<file path="config.mk">
export PLATFORM = sky130hd
export DESIGN_NAME = shift_deser
export DESIGN_NICKNAME = d
export VERILOG_FILES = /design/src/rtl/shift_deser.sv
export SDC_FILE = /design/constraint.sdc
export NUM_CORES = 1
export LEC_CHECK = 0
export ABC_AREA = 0
export BUFFER_PORTS_ARGS = -buffer_cell sky130_fd_sc_hd__clkbuf_2
export CORE_ASPECT_RATIO = 0.7
export CORE_MARGIN = 5
export CORE_UTILIZATION = 25
export CTS_BUF_LIST = sky130_fd_sc_hd__clkbuf_8 sky130_fd_sc_hd__clkbuf_16
export CTS_CLUSTER_SIZE = 10
export DETAILED_ROUTE_END_ITERATION = 8
export PLACE_DENSITY = 0.43
export SLEW_MARGIN = 20
export SYNTH_ARGS = -nofsm -noshare
export SYNTH_HDL_FRONTEND = slang
export SYNTH_SLANG_ARGS = --single-unit
</file>
<file path="constraint.sdc">
create_clock -name clk -period 1.6 [get_ports clk]
set_input_delay 0.16 -clock clk [delete_from_list [all_inputs] [get_ports clk]]
set_output_delay 0.16 -clock clk [all_outputs]
set_load 0.02 [all_outputs]
</file>
<file path="src/rtl/shift_deser.sv">
// Serial-in/parallel-out deserializer, MSB- or LSB-first, valid/ready on both sides.
// A completed word appears on data_out one cycle after its last bit; it is held until out_ready.
module shift_deser #(
  parameter int WIDTH = 8
) (
  input  logic             clk,
  input  logic             rst,
  input  logic             clear,
  input  logic             left_right,
  input  logic             ser_valid,
  input  logic             ser_in,
  output logic             ser_ready,
  output logic [WIDTH-1:0] data_out,
  output logic             out_valid,
  input  logic             out_ready,
  output logic             busy
);

  localparam int CW = $clog2(WIDTH);

  typedef enum logic [1:0] {IDLE, ACCUM, FULL} state_t;

  state_t           state_q, state_d;
  logic [WIDTH-1:0] sreg_q, sreg_d;
  logic [WIDTH-1:0] data_q, data_d;
  logic [CW-1:0]    cnt_q, cnt_d;
  logic             dir_q, dir_d;
  logic             valid_q, valid_d;

  logic             accept;
  logic             dir_use;
  logic             last_bit;
  logic [WIDTH-1:0] shifted;

  assign ser_ready = (state_q != FULL) || out_ready;
  assign accept    = ser_valid && ser_ready && !clear;
  // The first bit of a word arrives in IDLE or FULL; only then is left_right honoured.
  assign dir_use   = (state_q == ACCUM) ? dir_q : left_right;
  assign shifted   = dir_use ? {sreg_q[WIDTH-2:0], ser_in} : {ser_in, sreg_q[WIDTH-1:1]};
  assign last_bit  = (state_q == ACCUM) && (cnt_q == CW'(WIDTH-1));

  always_comb begin
    state_d = state_q;
    sreg_d  = sreg_q;
    data_d  = data_q;
    cnt_d   = cnt_q;
    dir_d   = dir_q;
    valid_d = valid_q;
    if (clear) begin
      state_d = IDLE;
      sreg_d  = '0;
      cnt_d   = '0;
      valid_d = 1'b0;
    end else begin
      if (state_q == FULL && out_ready) begin
        state_d = IDLE;
        valid_d = 1'b0;
      end
      if (accept) begin
        sreg_d = shifted;
        dir_d  = dir_use;
        if (last_bit) begin
          state_d = FULL;
          cnt_d   = '0;
          data_d  = shifted;
          valid_d = 1'b1;
        end else begin
          state_d = ACCUM;
          cnt_d   = cnt_q + CW'(1);
        end
      end
    end
  end

  always_ff @(posedge clk or posedge rst) begin
    if (rst) begin
      state_q <= IDLE;
      sreg_q  <= '0;
      data_q  <= '0;
      cnt_q   <= '0;
      dir_q   <= 1'b0;
      valid_q <= 1'b0;
    end else begin
      state_q <= state_d;
      sreg_q  <= sreg_d;
      data_q  <= data_d;
      cnt_q   <= cnt_d;
      dir_q   <= dir_d;
      valid_q <= valid_d;
    end
  end

  assign data_out  = data_q;
  assign out_valid = valid_q;
  assign busy      = (state_q == ACCUM);

endmodule

</file>
==> flow_summary.json, run 1 <==
{
  "diodes": 0,
  "maxSlewViolCount": 0,
  "clk-insertion-delay-late_ps": 260,
  "synth-edff-count": 0,
  "drv_cap": 0,
  "netlist-cell-type-count": 25,
  "io_buffers": 17,
  "worst-r2r-cell-count": 5,
  "dp_hpwl_um": 1710,
  "area_growth_pct": 23.6,
  "relSlewSlack": 0.775,
  "cts_buffer_depth": 2,
  "antenna_found_initial": 0,
  "htree_levels": 1,
  "routed_wl_um": 2270,
  "grt_max_degree": 24,
  "drc": 0,
  "hold_class": "in -> reg",
  "synthCells": 89,
  "synth_nets": 98,
  "worstPathRequired_ps": 1730,
  "p_leak_nw": 0.627,
  "clk_pin_slew_ps": 80,
  "via_per_inst": 4.37,
  "finalSetupViolCount": 0,
  "ff2ff_setup_slack_ps": 70,
  "tritoncts.num_buffers": 3,
  "fin_util": 0.323,
  "cts_root_buffer": "clkbuf_8",
  "ant_nets": 0,
  "pin_count": 18,
  "clock_skew_ps": 8.32,
  "holdPathEnd": "out_valid",
  "ys_top_cells_by_count": "dfrtp_1, a21oi_1, nor2_1",
  "vdd_drop_max_v": 0.000366,
  "crit_type": "reg -> reg",
  "nets": 122,
  "cp-end-kind": "register",
  "synth_area_mm2": 0.00103,
  "crit_arrival_ps": 1660,
  "grt_pass1_wl_um": 3840,
  "drt_first_pass_iters": 4,
  "synth_seq_cells": 23,
  "core_area_mm2": 0.00395,
  "fp.dieH_um": 63.8,
  "grt_overflow": 0,
  "drive_above_1_share": 0.321,
  "cts_sinks": 23,
  "grt_pass1_vias": 719,
  "preCtsSetupSlack_ps": 77.4,
  "yosysMostFrequentCell": "dfrtp_1",
  "outcome": "complete, no violations",
  "power.density_mw_per_mm2": 862,
  "min_period_ps": 1530,
  "avgRoutedWirePerCell_um": 13.8,
  "drtIter0Drc": 48,
  "dieArea_mm2": 0.00553,
  "start_util": 0.262,
  "grt.total_usage": 0.0904,
  "max_freq_mhz": 655,
  "synthTopCellsByArea": "dfrtp_1, mux2i_1, a21oi_1",
  "async_flop_share": 1.00,
  "syn_area_per_cell_um2": 11.6,
  "r2r_start": "state_q[0]",
  "place_inst": 158,
  "yosys.area.top_type_share": 0.558,
  "hold_viol": 0,
  "total_power_mw": 1.10,
  "gp_congestion": 0.740,
  "rsz0062_at_grt": "true",
  "yosysSeqAreaShare": 0.558,
  "min-delay-start": "clear",
  "dieWidth_um": 86.8,
  "cts_tree": "done",
  "critPathLaunchType": "register",
  "fin_ws_ps": 73.4,
  "r2r-end": "data_out[1]",
  "rows": 19,
  "ys_warn_count": 0,
  "placed_cell_area_mm2": 0.00120,
  "ys.flop_type": "dfrtp_1",
  "stdcell_area_mm2": 0.00128,
  "vias": 716,
  "finalCritPeriodShare": 0.954,
  "min_path_cells": 2,
  "synth_top_cell_by_area": "dfrtp_1",
  "fin_cells": 164,
  "worst-path-max-fanout": 8,
  "worst_pin_slew_ps": 337
}
==> metrics by stage <==
| step | setup TNS (ps) | hold WS, ps |
|---|---|---|
| after floorplan | 0 | 162 |
| after global placement | 0 | 200 |
| after detailed placement | 0 | 200 |
| after CTS | 0 | 109 |
| after global routing | -29.7 | 127 |
| final | 0 | 119 |
==> kinds of logic (layout without fill, tap and decap cells) <==
kind of cell / after synthesis / in the layout / synth area share
DFF: 23 / 23 / 0.558
buffers and inverters: 5 / 28 / 0.0315
adders and majority gates: 2 / 2 / 0.0242
muxes: 11 / 11 / 0.121
and+or+nand+nor: 25 / 25 / 0.128
AOI/OAI and AO/OA: 23 / 23 / 0.137
==> sequential cells by signal, indices dropped and copies added, names as in the netlist <==
name and count:
state_q 2, out_valid 1, data_out 8, dir_q 1
sreg_q 8, cnt_q 3
==> worst max path at each step <==
stage | startpoint | to | slack, ps | depth (start not counted)
floorplan | state_q[1] | data_out[7] | 100 | 5
global placement | state_q[0] | data_out[1] | 110 | 5
detailed placement | state_q[1] | data_out[1] | 80 | 5
CTS | state_q[0] | data_out[1] | 70 | 5
global route | state_q[0] | data_out[0] | -10 | 5
finish | state_q[0] | data_out[1] | 70 | 5
==> placed cells by master (no fill, tap or decap), types with 2 or more instances in the layout <==
cell type	n
dfrtp_1	23
clkbuf_2	17
a21oi_1	10
nor2_1	10
nand2_1	8
o21ai_1	8
mux2i_1	7
clkbuf_8	3
buf_4	3
mux2_2	2
ha_1	2
buf_12	2
==> repair_timing <==
| item | CTS | global route |
|---|---|---|
| buffers inserted | 0 | 1 |
| hold buffers | 1 | 0 |
| resized for setup | 0 | 1 |
| endpoints found under the hold margin | 23 | 0 |
| setup endpoints to repair | 0 | 11 |
==> per-layer routing <==
layer,share of wire,global-route usage,routed length [um]
met1,0.60,0.153,1360
met2,0.34,0.103,768
met3,0.056,0.0372,127
met4,0.0053,0.0117,12
met5,0,0,0
==> critical path, stage by stage (launching register included) <==
cell and delay [ps]:
dfrtp_1 400, nor2b_4 210, mux2i_4 260, buf_12 160, mux2i_1 260, a21oi_1 110
==> area by class of cell <==
cell class,count,area (um2)
Clock inverter,1,5.00
Clock buffer,3,41.3
Fill cell,418,2670
Sequential cell,23,576
Tap cell,52,65.1
Multi-Input combinational cell,61,428
Timing Repair Buffer,23,158
Inverter,1,3.75
==> power breakdown <==
group	switching, mW	internal (mW)	total [mW]
registers	0.0123	0.596	0.609
logic	0.0689	0.0699	0.139
clock network	0.179	0.173	0.352
Power figures use the tool's default switching activity.
==> run 2: changes to the inputs <==
--- a/config.mk
+++ b/config.mk
@@ -7,13 +7,15 @@
 export LEC_CHECK = 0
 export ABC_AREA = 0
 export BUFFER_PORTS_ARGS = -buffer_cell sky130_fd_sc_hd__clkbuf_2
+export CELL_PAD_IN_SITES_DETAIL_PLACEMENT = 2
+export CELL_PAD_IN_SITES_GLOBAL_PLACEMENT = 2
 export CORE_ASPECT_RATIO = 0.7
 export CORE_MARGIN = 5
 export CORE_UTILIZATION = 25
 export CTS_BUF_LIST = sky130_fd_sc_hd__clkbuf_8 sky130_fd_sc_hd__clkbuf_16
 export CTS_CLUSTER_SIZE = 10
 export DETAILED_ROUTE_END_ITERATION = 8
-export PLACE_DENSITY = 0.43
+export PLACE_DENSITY = 0.59
 export SLEW_MARGIN = 20
 export SYNTH_ARGS = -nofsm -noshare
 export SYNTH_HDL_FRONTEND = slang
==> flow_summary.json, run 2 (same netlist as run 1, synthesis figures left out) <==
{
  "outcome": "complete, no violations",
  "worst_pin_slew_ps": 325,
  "crit_type": "reg -> reg",
  "dieArea_mm2": 0.00553,
  "power.density_mw_per_mm2": 861,
  "crit_buf_inv": 1,
  "nets": 122,
  "critPathLaunch": "state_q[0]",
  "io_buffers": 17,
  "grt_max_degree": 24,
  "cts_buffer_depth": 2,
  "grt.total_usage": 0.102,
  "clk_pin_slew_ps": 90,
  "area_growth_pct": 25.5,
  "r2r-end": "data_out[3]",
  "max_freq_mhz": 654,
  "worst-r2r-cell-count": 5,
  "avgRoutedWirePerCell_um": 15.1,
  "via_per_inst": 4.49,
  "maxSlewViolCount": 0,
  "grt_pass1_vias": 830,
  "pin_count": 18,
  "finalCritPeriodShare": 0.956,
  "crit_arrival_ps": 1670,
  "critPathLaunchType": "register",
  "cp_top_family": "multiplexers",
  "antenna_found_initial": 0,
  "min_period_ps": 1530,
  "path_cells": "nor2b_4 -> mux2i_4 -> buf_12 -> mux2i_1 -> a21oi_1",
  "drive_above_1_share": 0.357,
  "finalSetupViolCount": 0,
  "clk-insertion-delay-late_ps": 270,
  "dieWidth_um": 86.8,
  "cp-end-kind": "register",
  "ant_nets": 0,
  "core_area_mm2": 0.00395,
  "drt_first_pass_iters": 3,
  "routed_wl_um": 2470,
  "grt_pass1_wl_um": 4410,
  "vias": 736,
  "drv_cap": 0,
  "drtIter0Drc": 8,
  "final_cell_mix": "dfrtp_1, clkbuf_2, a21oi_1, nor2_1",
  "path_depth": 5,
  "cts_tree": "done",
  "final_common_cell": "dfrtp_1",
  "start_util": 0.262,
  "clock_skew_ps": 7.60,
  "rsz0062_at_grt": "true",
  "htree_levels": 1,
  "tritoncts.num_buffers": 3,
  "hold_viol": 0,
  "cp_slowest_cell": "dfrtp_1",
  "dp_hpwl_um": 1830,
  "worstPathRequired_ps": 1740,
  "worst-path-max-fanout": 8,
  "relSlewSlack": 0.783,
  "hold_class": "in -> reg",
  "crit_end": "data_out[3]",
  "vdd_drop_max_v": 0.000468,
  "critical_path.max_stage_delay_ps": 410,
  "cts_sinks": 23,
  "ff2ff_setup_slack_ps": 70,
  "diodes": 0,
  "fp.dieH_um": 63.8,
  "grt_overflow": 0,
  "drc": 0,
  "p_leak_nw": 0.616,
  "rows": 19,
  "gp_congestion": 0.709,
  "fin_util": 0.328,
  "cts_root_buffer": "clkbuf_8",
  "r2r_start": "state_q[0]",
  "total_power_mw": 1.12
}
[run 2: final cells by class]
| type | instances | area (um2) |
|---|---|---|
| sequential | 23 | 576 |
| clock buffer | 3 | 41.3 |
| clock inverter | 1 | 5.00 |
| multi-input combinational | 61 | 447 |
| timing repair buffer | 23 | 158 |
| fill | 445 | 2650 |
| tap | 52 | 65.1 |
| inverter | 1 | 3.75 |
[run 2: per-layer routing]
| layer | global-route usage | routed length [um] | up-vias |
|---|---|---|---|
| li1 | - | - | 351 |
| met3 | 0.0424 | 135 | 2 |
| met4 | 0.0233 | 18 | 0 |
| met1 | 0.148 | 1290 | 368 |
| met5 | 0 | 0 | - |
| met2 | 0.140 | 1030 | 15 |
[run 2: power breakdown]
group	internal (mW)	switching [mW]
sequential	0.596	0.0137
combinational	0.0735	0.0707
clock	0.174	0.187
total	0.843	0.272
[run 2: worst reg2reg max path, stage by stage (launching register included)]
cell and delay, ps:
dfrtp_1 410, nor2b_4 210, mux2i_4 260, buf_12 160, mux2i_1 270, a21oi_1 90
[run 2: what timing repair did]
action,CTS,global route
hold endpoints to repair,23,0
endpoints found under the setup margin,0,18
buffers inserted,0,1
hold buffers,1,0
gates resized for setup,0,6
[run 2: how the worst min path moves through the flow]
stage,from,end,slack (ps),cells after the start
final,clear,out_valid,110,2
after global routing,clear,out_valid,100,2
after CTS,clear,out_valid,120,2
after detailed placement,rst,data_out[4],220,3
after global placement,rst,data_out[4],200,3
after floorplan,rst,cnt_q[0],160,1
[run 2: metrics by stage]
stage / area, um2 / std cells / setup TNS, ps / worst slack (ps) / hold slack (ps)
finish: 1290 / 164 / 0 / 69.8 / 113
global route: 1290 / 164 / -99.6 / -17.2 / 102
CTS: 1250 / 163 / 0 / 41.0 / 115
detailed placement: 1200 / 158 / 0 / 63.0 / 221
global placement: 1200 / 158 / 0 / 99.8 / 204
floorplan: 1030 / 89 / 0 / 99.8 / 162
